<file path="src/rtl/calc_pkg.sv">
// Shared encodings for the calculator sequencer: state codes, operator codes, datapath width.
package calc_pkg;
  localparam int DATA_W = 8;
  localparam int RES_W  = 16;

  typedef enum logic [2:0] {
    IDLE   = 3'd0,
    GOT_A  = 3'd1,
    GOT_OP = 3'd2,
    GOT_B  = 3'd3,
    EXEC   = 3'd4,
    DONE   = 3'd5,
    ERR    = 3'd6
  } state_e;

  typedef enum logic [1:0] {
    OP_ADD = 2'd0,
    OP_SUB = 2'd1,
    OP_MUL = 2'd2,
    OP_DIV = 2'd3
  } op_e;
endpackage

</file>
<file path="src/rtl/calc_op_decode.sv">
// Operator decode: one-hot ALU enables while executing, and the zero-extended result select.
module calc_op_decode
  import calc_pkg::*;
(
  input  logic             exec_i,
  input  logic [1:0]       op_i,
  input  logic [8:0]       res_add_i,
  input  logic [7:0]       res_sub_i,
  input  logic [15:0]      res_mul_i,
  input  logic [7:0]       res_div_i,
  output logic [3:0]       en_o,
  output logic [RES_W-1:0] res_o
);
  always_comb begin
    en_o = '0;
    if (exec_i) en_o[op_i] = 1'b1;
  end

  always_comb begin
    res_o = '0;
    case (op_e'(op_i))
      OP_ADD:  res_o = {7'b0, res_add_i};
      OP_SUB:  res_o = {8'b0, res_sub_i};
      OP_MUL:  res_o = res_mul_i;
      OP_DIV:  res_o = {8'b0, res_div_i};
      default: res_o = '0;
    endcase
  end
endmodule

</file>
<file path="src/rtl/calc_ctrl_fsm.sv">
// Calculator sequencer: gathers A/op/B, holds one ALU enable for HOLD_CYCLES, then
// registers the selected result and presents it with a one-cycle valid pulse.
module calc_ctrl_fsm
  import calc_pkg::*;
#(
  parameter int DATA_W      = 8,
  parameter int HOLD_CYCLES = 1
) (
  input  logic              clk,
  input  logic              rst,
  input  logic              num_valid,
  input  logic [DATA_W-1:0] num_data,
  input  logic              op_valid,
  input  logic [1:0]        op_code,
  input  logic              eq,
  input  logic              clear,
  output logic [DATA_W-1:0] alu_a,
  output logic [DATA_W-1:0] alu_b,
  output logic              enable_add,
  output logic              enable_sub,
  output logic              enable_mul,
  output logic              enable_div,
  input  logic [8:0]        result_add,
  input  logic [7:0]        result_sub,
  input  logic [15:0]       result_mul,
  input  logic [7:0]        result_div,
  input  logic              alu_error,
  output logic [15:0]       result,
  output logic              result_valid,
  output logic              negative,
  output logic              err,
  output logic              busy,
  output logic [2:0]        state
);
  state_e            state_q, state_d;
  logic [DATA_W-1:0] a_q, a_d, b_q, b_d;
  logic [1:0]        op_q, op_d;
  logic [3:0]        cnt_q, cnt_d;
  logic [15:0]       res_q, res_d;
  logic              rv_q, rv_d, neg_q, neg_d, err_q, err_d;
  logic [3:0]        en;
  logic [15:0]       sel_res;
  logic              num_act, op_act;

  // Only the highest-priority strobe is acted on (clear handled in the register).
  assign op_act  = op_valid & ~eq;
  assign num_act = num_valid & ~op_valid & ~eq;

  calc_op_decode u_dec (
    .exec_i    (state_q == EXEC),
    .op_i      (op_q),
    .res_add_i (result_add),
    .res_sub_i (result_sub),
    .res_mul_i (result_mul),
    .res_div_i (result_div),
    .en_o      (en),
    .res_o     (sel_res)
  );

  always_ff @(posedge clk) begin
    if (rst || clear) begin
      state_q <= IDLE;
      a_q     <= '0;
      b_q     <= '0;
      op_q    <= '0;
      cnt_q   <= '0;
      res_q   <= '0;
      rv_q    <= 1'b0;
      neg_q   <= 1'b0;
      err_q   <= 1'b0;
    end else begin
      state_q <= state_d;
      a_q     <= a_d;
      b_q     <= b_d;
      op_q    <= op_d;
      cnt_q   <= cnt_d;
      res_q   <= res_d;
      rv_q    <= rv_d;
      neg_q   <= neg_d;
      err_q   <= err_d;
    end
  end

  always_comb begin
    state_d = state_q;
    a_d     = a_q;
    b_d     = b_q;
    op_d    = op_q;
    cnt_d   = cnt_q;
    res_d   = res_q;
    rv_d    = 1'b0;
    neg_d   = neg_q;
    err_d   = err_q;
    case (state_q)
      IDLE: if (num_act) begin
        a_d     = num_data;
        state_d = GOT_A;
      end
      GOT_A: if (op_act) begin
        op_d    = op_code;
        state_d = GOT_OP;
      end else if (num_act) a_d = num_data;
      GOT_OP: if (op_act) op_d = op_code;
      else if (num_act) begin
        b_d     = num_data;
        state_d = GOT_B;
      end
      GOT_B: if (eq) begin
        cnt_d   = 4'(HOLD_CYCLES - 1);
        state_d = EXEC;
      end else if (num_act) b_d = num_data;
      EXEC: if (cnt_q != '0) cnt_d = cnt_q - 4'd1;
      else begin
        rv_d = 1'b1;
        if (alu_error) begin
          res_d   = '0;
          err_d   = 1'b1;
          neg_d   = 1'b0;
          state_d = ERR;
        end else begin
          res_d   = sel_res;
          neg_d   = (op_q == OP_SUB) && (a_q < b_q);
          state_d = DONE;
        end
      end
      DONE: if (op_act) begin
        // Chaining only works when the previous result fits in an operand.
        if (res_q[15:8] == '0) begin
          a_d     = res_q[7:0];
          op_d    = op_code;
          state_d = GOT_OP;
        end else begin
          err_d   = 1'b1;
          state_d = ERR;
        end
      end else if (num_act) begin
        a_d     = num_data;
        neg_d   = 1'b0;
        state_d = GOT_A;
      end
      ERR: if (num_act) begin
        a_d     = num_data;
        err_d   = 1'b0;
        state_d = GOT_A;
      end
      default: state_d = IDLE;
    endcase
  end

  always_comb begin
    alu_a        = a_q;
    alu_b        = b_q;
    enable_add   = en[0];
    enable_sub   = en[1];
    enable_mul   = en[2];
    enable_div   = en[3];
    result       = res_q;
    result_valid = rv_q;
    negative     = neg_q;
    err          = err_q;
    busy         = (state_q == EXEC);
    state        = state_q;
  end
endmodule

</file>
<file path="config.mk">
export PLATFORM = sky130hd
export DESIGN_NAME = calc_ctrl_fsm
export DESIGN_NICKNAME = d
export VERILOG_FILES = /design/src/rtl/calc_pkg.sv /design/src/rtl/calc_op_decode.sv /design/src/rtl/calc_ctrl_fsm.sv
export SDC_FILE = /design/constraint.sdc
export NUM_CORES = 1
export LEC_CHECK = 0
export BUFFER_PORTS_ARGS = -buffer_cell sky130_fd_sc_hd__buf_4
export CAP_MARGIN = 20
export CORE_MARGIN = 1
export CORE_UTILIZATION = 25
export CTS_BUF_LIST = sky130_fd_sc_hd__clkbuf_4 sky130_fd_sc_hd__clkbuf_8 sky130_fd_sc_hd__clkbuf_16
export DETAILED_ROUTE_END_ITERATION = 8
export GPL_TIMING_DRIVEN = 0
export HOLD_SLACK_MARGIN = 0.08
export RECOVER_POWER = 25
export SYNTH_ARGS = -nofsm -noshare
export SYNTH_HDL_FRONTEND = slang
export SYNTH_SLANG_ARGS = --single-unit
</file>
<file path="constraint.sdc">
create_clock -name clk -period 3.1 [get_ports clk]
set_input_delay 0.31 -clock clk [delete_from_list [all_inputs] [get_ports clk]]
set_output_delay 0.31 -clock clk [all_outputs]
set_load 0.02 [all_outputs]
</file>
Word-level counts from Yosys, hierarchy flattened
Cells that the tools add are included.
{ "op_classes": {"n_div": 0, "mux": 42, "magnitude_cmp": 3, "eq_ne": 26, "reduce_logical": 24, "n_shift": 0, "n_addsub": 1, "n_bitwise": 7, "mul": 0} }
{ "op_table": {"columns": ["cell", "n"], "rows": [
  ["16-bit case mux with 4 select lines", 1],
  ["8-bit 2-to-1 mux", 7],
  ["2-bit inequality test (second input constant)", 14],
  ["3-bit 2-to-1 mux", 8],
  ["8-bit case mux with 3 select lines", 1],
  ["3-bit case mux with 6 select lines", 1],
  ["16-bit 2-to-1 mux", 1],
  ["8-bit case mux with 2 select lines", 1],
  ["4-bit 2-to-1 mux", 3],
  ["1-bit 2-to-1 mux", 10],
  ["3-bit == test (second input constant)", 3],
  ["3-bit AND reduction", 3],
  ["8-bit logical NOT", 1],
  ["8-bit less-than comparator", 1],
  ["2-bit 2-to-1 mux", 4],
  ["4-bit case mux with 2 select lines", 1],
  ["4-bit AND reduction", 2],
  ["2-bit nonzero test", 4],
  ["3-bit by 2-bit == test with 1-bit output (second input constant)", 2],
  ["6-bit AND reduction", 1],
  ["3-bit nonzero test", 2],
  ["2-bit OR reduction", 3],
  ["5-bit AND reduction", 1],
  ["2-bit == test (second input constant)", 2],
  ["19 further kinds", 26]
]} }
{ "word_totals": {"in_bits": 58, "elab_cells": 112, "mem_bits_rw": 0, "mem_bits_ro": 0, "latch_bits": 0, "reg_bits": 44, "mem_count": 0} }

Logic depth before layout (Yosys ltp)
{ "logic_depth": {"depth_word": 6, "mapped_depth": 9, "mapped_depth_nobuf": 7} }

Cells and area by module
A second synthesis with hierarchy kept.
{ "hier_totals": {"hier_cells": 296, "hier_area_um2": 2657.5} }
{ "modules_own_cells": {"columns": ["mod", "n_inst", "area_each_um2", "cells_each", "seq_area_each_um2"], "rows": [
  ["calc_ctrl_fsm", 1, 2356.0, 271, 880.8],
  ["calc_op_decode", 1, 301.5, 25, 0.0]
]} }

Least setup slack after synthesis
No wires, ideal clock.
{ "synth_path": {"kind": "reg2reg", "startpoint": "register state_q[2], in the netlist state[2]", "endpoint": "register res_q[10], in the netlist result[10]", "path_slack_ps": 1104, "stages_incl_launch_ff": 10, "t_arrival_ps": 1869, "period_less_slack_ps": 1996, "setup_ps": 128, "cell_sequence": "dfxtp_1 -> buf_4 -> or3b_1 -> buf_2 -> inv_2 -> nand2_2 -> buf_4 -> buf_4 -> a22oi_1 -> nor2_1"} }
{ "synth_between": {"elab_chain_len": 2} }
{ "synth_rtl": {"columns": ["element", "line_no", "source"], "rows": [
  ["start: declaration", "calc_ctrl_fsm.sv:35", "state_e state_q, state_d;"],
  ["start signal: assignment", "calc_ctrl_fsm.sv:72", "state_q <= state_d;"],
  ["3-bit == test", null, null],
  ["net busy", "calc_ctrl_fsm.sv:32", "output logic busy,"],
  ["2-bit AND reduction (no source line)", null, null],
  ["end signal: assignment", "calc_ctrl_fsm.sv:77", "res_q <= res_d;"],
  ["end: declaration", "calc_ctrl_fsm.sv:39", "logic [15:0] res_q, res_d;"]
]} }
The timed path passes the listed nets, and every way through them passes these cells.
A chain may end at the register's enable or synchronous reset.

Worst setup path after layout
{ "layout_path": {"startpoint": "register cnt_q[0]", "endpoint": "register cnt_q[1]"} }
{ "layout_between": {"elab_chain_len": 3, "elab_cells_between_ends": 6} }
{ "layout_rtl": {"columns": ["element", "line_no", "source"], "rows": [
  ["start: declaration", "calc_ctrl_fsm.sv:38", "logic [3:0] cnt_q, cnt_d;"],
  ["start signal: assignment", "calc_ctrl_fsm.sv:76", "cnt_q <= cnt_d;"],
  ["4-bit by 1-bit subtractor with 4-bit output or 4-bit nonzero test (tied branches)", "calc_ctrl_fsm.sv:112", "EXEC: if (cnt_q != '0) cnt_d = cnt_q - 4'd1;"],
  ["4-bit 2-to-1 mux or 2-bit by 1-bit inequality test with 1-bit output (tied branches)", null, null],
  ["4-bit case mux with 2 select lines or 3-bit AND reduction (tied branches)", null, null]
]} }
Parallel ways exist; a longest one is shown, timed or not. The select of a mux whose other input is x is not followed.

==> results.md <==
* Status: complete, no violations
* Antenna violations before repair at 0
* Area growth syn-to-layout at 38.0%
* DRT antenna net count at 0
* Sw frac at 0.235
* Synth area leader: dfxtp_1
* Worst-path fanout max at 5
* Drt pass-1 iters at 5
* Cell variety after synth at between 50 and 60
* Final GP Congestion at 0.869
* Critical path type: reg2reg
* FMAX at between 0.4 and 0.5 GHz
* Vias per cell at about 4.9
* First-pass GRT wire length at 13.0 mm
* Fillers at approximately 1100
* Critical Path Source Type: register
* Clock power frac at 0.398
* Post-CTS Resized at 0
* Async SR Flop Fraction at 0
* Max Slew Vio Count at 0
* Top_reg_cell synth: dfxtp_1
* H-tree Lvls at 2
* # DRC at 0
* Req. time, crit path at 3.27 ns
* Comb pwr share at 0.122
* IO Pins at around 100
* Sw power at around 280 µW
* Critical path arrival at 2.32 ns
* Clock latency on the worst-skew pair at ~0.30 ns
* CP dominant cell by count: nor2_1
* Synthesized area at approximately 0.0025 mm²
* Vias in the first global route at about 2500
* Placed cell area at roughly 0.0034 mm²
* Post-Route Skew at roughly 0.013 ns
* Max-cap check violation count at 0
* Cell Int Power at around 910 µW
* Routed WL per cell at about 15 µm
* Syn avg cell area at ~8.5 µm²
* Setup repair bufs after CTS at 0
* Core area at 0.00973 mm²
* Register area share after synthesis at 0.352
* Final wirelength at between 8 and 9 mm
* Design area at 0.00346 mm²
* CTS tree: yes
* NumNets Final at around 470
* Detailed Place HPWL at ~6.4 mm
* Gr ovfl total at 0
* Fin crit period at roughly 2.2 ns
* DRT iter0 DRCs at roughly 180
* I/O Buffers at 99
* CTS Buf Count at 5
* Diodes inserted at 0
* Yosys top cell area share at 0.352
* Sequential power share at 0.481
* Critical Path End Type: register
* Synth Instances at just under 300
* Post-synthesis net count at ~360
* Number of flops mapped to enable cells by yosys at 0
* Worst slew pin tran at approximately 0.75 ns
* Sum of negative setup slack at 0 ns
* VDD IR max at slightly below 0.0002 V
* CTS Buffer Depth at 2
* Final period utilization at 0.696
* Placement Rows at 36
* Largest net degree at the start of global routing at 15
* Total leakage power at about 1.3 nW
* CP Cell Sequence: inv_1, ha_1, nor3b_1, nor2_1, a31oi_1, mux2i_1, nor2_1
* GRT Resource Usage Total at 0.161
* Worst hold path type: in2reg
* Worst slew margin at 0.500
* Power per standard cell area at ~340 mW/mm²
* Clock Sink Count at 44
* CP peak stage delay at 0.62 ns
* Die Y at 102 µm
* Clock Tree Root: clkbuf_8
* Layout cells sized above 1 at 0.278
* Via count at 2641
* Worst-path clk slew at roughly 0.08 ns
* Slowest cell on crit path: nor3b_1
* Unrepaired setup endpoints after global routing: no
* Setup Viol. Count Final at 0
* Die area at between 0.01 and 0.015 mm²
* Initial core utilization at 0.257
* Flops & latches, synth at between 40 and 50
* Post-CTS Hold Buffers at 0
* Synth area leaders: dfxtp_1 (35%), mux4_2 (7.2%), nor2_1 (4.9%)
* Die width at 102 µm
* Yosys Warn Count at 0
* Final hold viol count at 0
==> synth_stat cells (2+ instances only) <==
cell type   n
o31ai_1     3
clkbuf_1   12
inv_1      12
a2111oi_0   2
buf_2       4
buf_4       3
a31oi_1     3
nor2_1     33
o21bai_1    2
buf_1       2
o22ai_1     8
nor3b_1     2
mux2i_1     9
mux4_2      8
nand2_1    31
nand3b_1    2
nor3_1      5
nand3_1    15
a211oi_1    3
a21oi_1    14
a22oi_1    16
dfxtp_1    44
nor2b_1     3
ha_1        9
o21ai_0    19
nand2b_1    4
==> layout make-up <==
type / count / area (µm²) / share of cell area
plain buffers: 21 / 95.1 / 0.0275
clock buffers: 6 / 82.6 / 0.0239
clock inverters: 2 / 38.8 / 0.0112
inverters: 13 / 48.8 / 0.0141
multi-input cells: 218 / 1480 / 0.428
flip-flops and latches: 44 / 881 / 0.255
well taps: 133 / 166 / 0.0482
repair buffers: 99 / 664 / 0.192
==> flip-flops by register name, indices dropped and copies added, names as in the netlist <==
signal,count
alu_a,8
alu_b,8
cnt_q,4
err,1
negative,1
op_q,2
result,16
result_valid,1
state,3
==> path summary, 6_finish.rpt <==
kind / start / to / slack (ns) / depth (start not counted)
max: cnt_q[0] / cnt_q[1] / 0.94 / 7
min: result_mul[10] / result[10] / 0.25 / 3
max reg2reg: cnt_q[0] / cnt_q[1] / 0.94 / 7
min reg2reg: alu_b[1] / alu_b[1] / 0.48 / 2
==> power by group through the flow <==
stage / Clock [mW] / Combinational, mW / Sequential (mW)
6_report: 0.472 / 0.145 / 0.571
5_1_grt: 0.513 / 0.156 / 0.571
4_1_cts: 0.493 / 0.145 / 0.571
3_5_place_dp: 0 / 0.145 / 0.584
3_3_place_gp: 0 / 0.142 / 0.584
2_1_floorplan: 0 / 0.0603 / 0.586
==> layer usage <==
metal  vias to the layer above  routed length (µm)  track usage
met5                         -                   0            0
met2                       105                3790        0.257
met4                         0                  29       0.0286
met1                      1244                3800        0.229
met3                         2                 546       0.0280
li1                       1290                   -            -
==> worst max-delay path: cells and delay by family, from the launching register on <==
family,cells,cell delay [ns]
simple gates,3,0.85
compound gates,1,0.40
flops,1,0.34
mux,1,0.24
fa+ha+maj,1,0.14
buf+inv,1,0.08
==> kinds of logic (layout without fill, tap and decap cells) <==
group / count (synthesis) / after routing / synth area share
xor gates and xnor gates: 1 / 1 / 0.00350
adders and majority gates: 9 / 9 / 0.0450
and+or+nand+nor: 108 / 108 / 0.211
DFF: 44 / 44 / 0.352
muxes: 17 / 17 / 0.108
AOI/OAI and AO/OA: 83 / 83 / 0.223
buffers and inverters: 34 / 141 / 0.0575
==> per-stage QoR <==
step	hold slack, ns	worst slack, ns	instances	util	power, mW
2_1_floorplan	0.450	1.10	296	-	0.646
3_3_place_gp	0.466	0.983	528	0.351	0.726
3_5_place_dp	0.468	0.973	528	0.351	0.728
4_1_cts	0.242	0.942	536	0.363	1.21
5_1_grt	0.266	0.699	536	0.355	1.24
6_report	0.255	0.942	536	0.355	1.19
==> cells in the final DEF, fill, tap and decap left out, drive strengths merged, types with 3 or more instances in the layout <==
cell type / count
nor2: 34
a31oi: 3
ha: 9
dfxtp: 44
buf: 87
nand2b: 4
a211oi: 4
a22oi: 16
o22ai: 8
mux2i: 9
nand3: 15
o31ai: 3
clkbuf: 39
nor3: 5
inv: 13
o21ai: 20
mux4: 8
nand2: 33
a21oi: 15
nor2b: 3
Power figures use the tool's default switching activity.
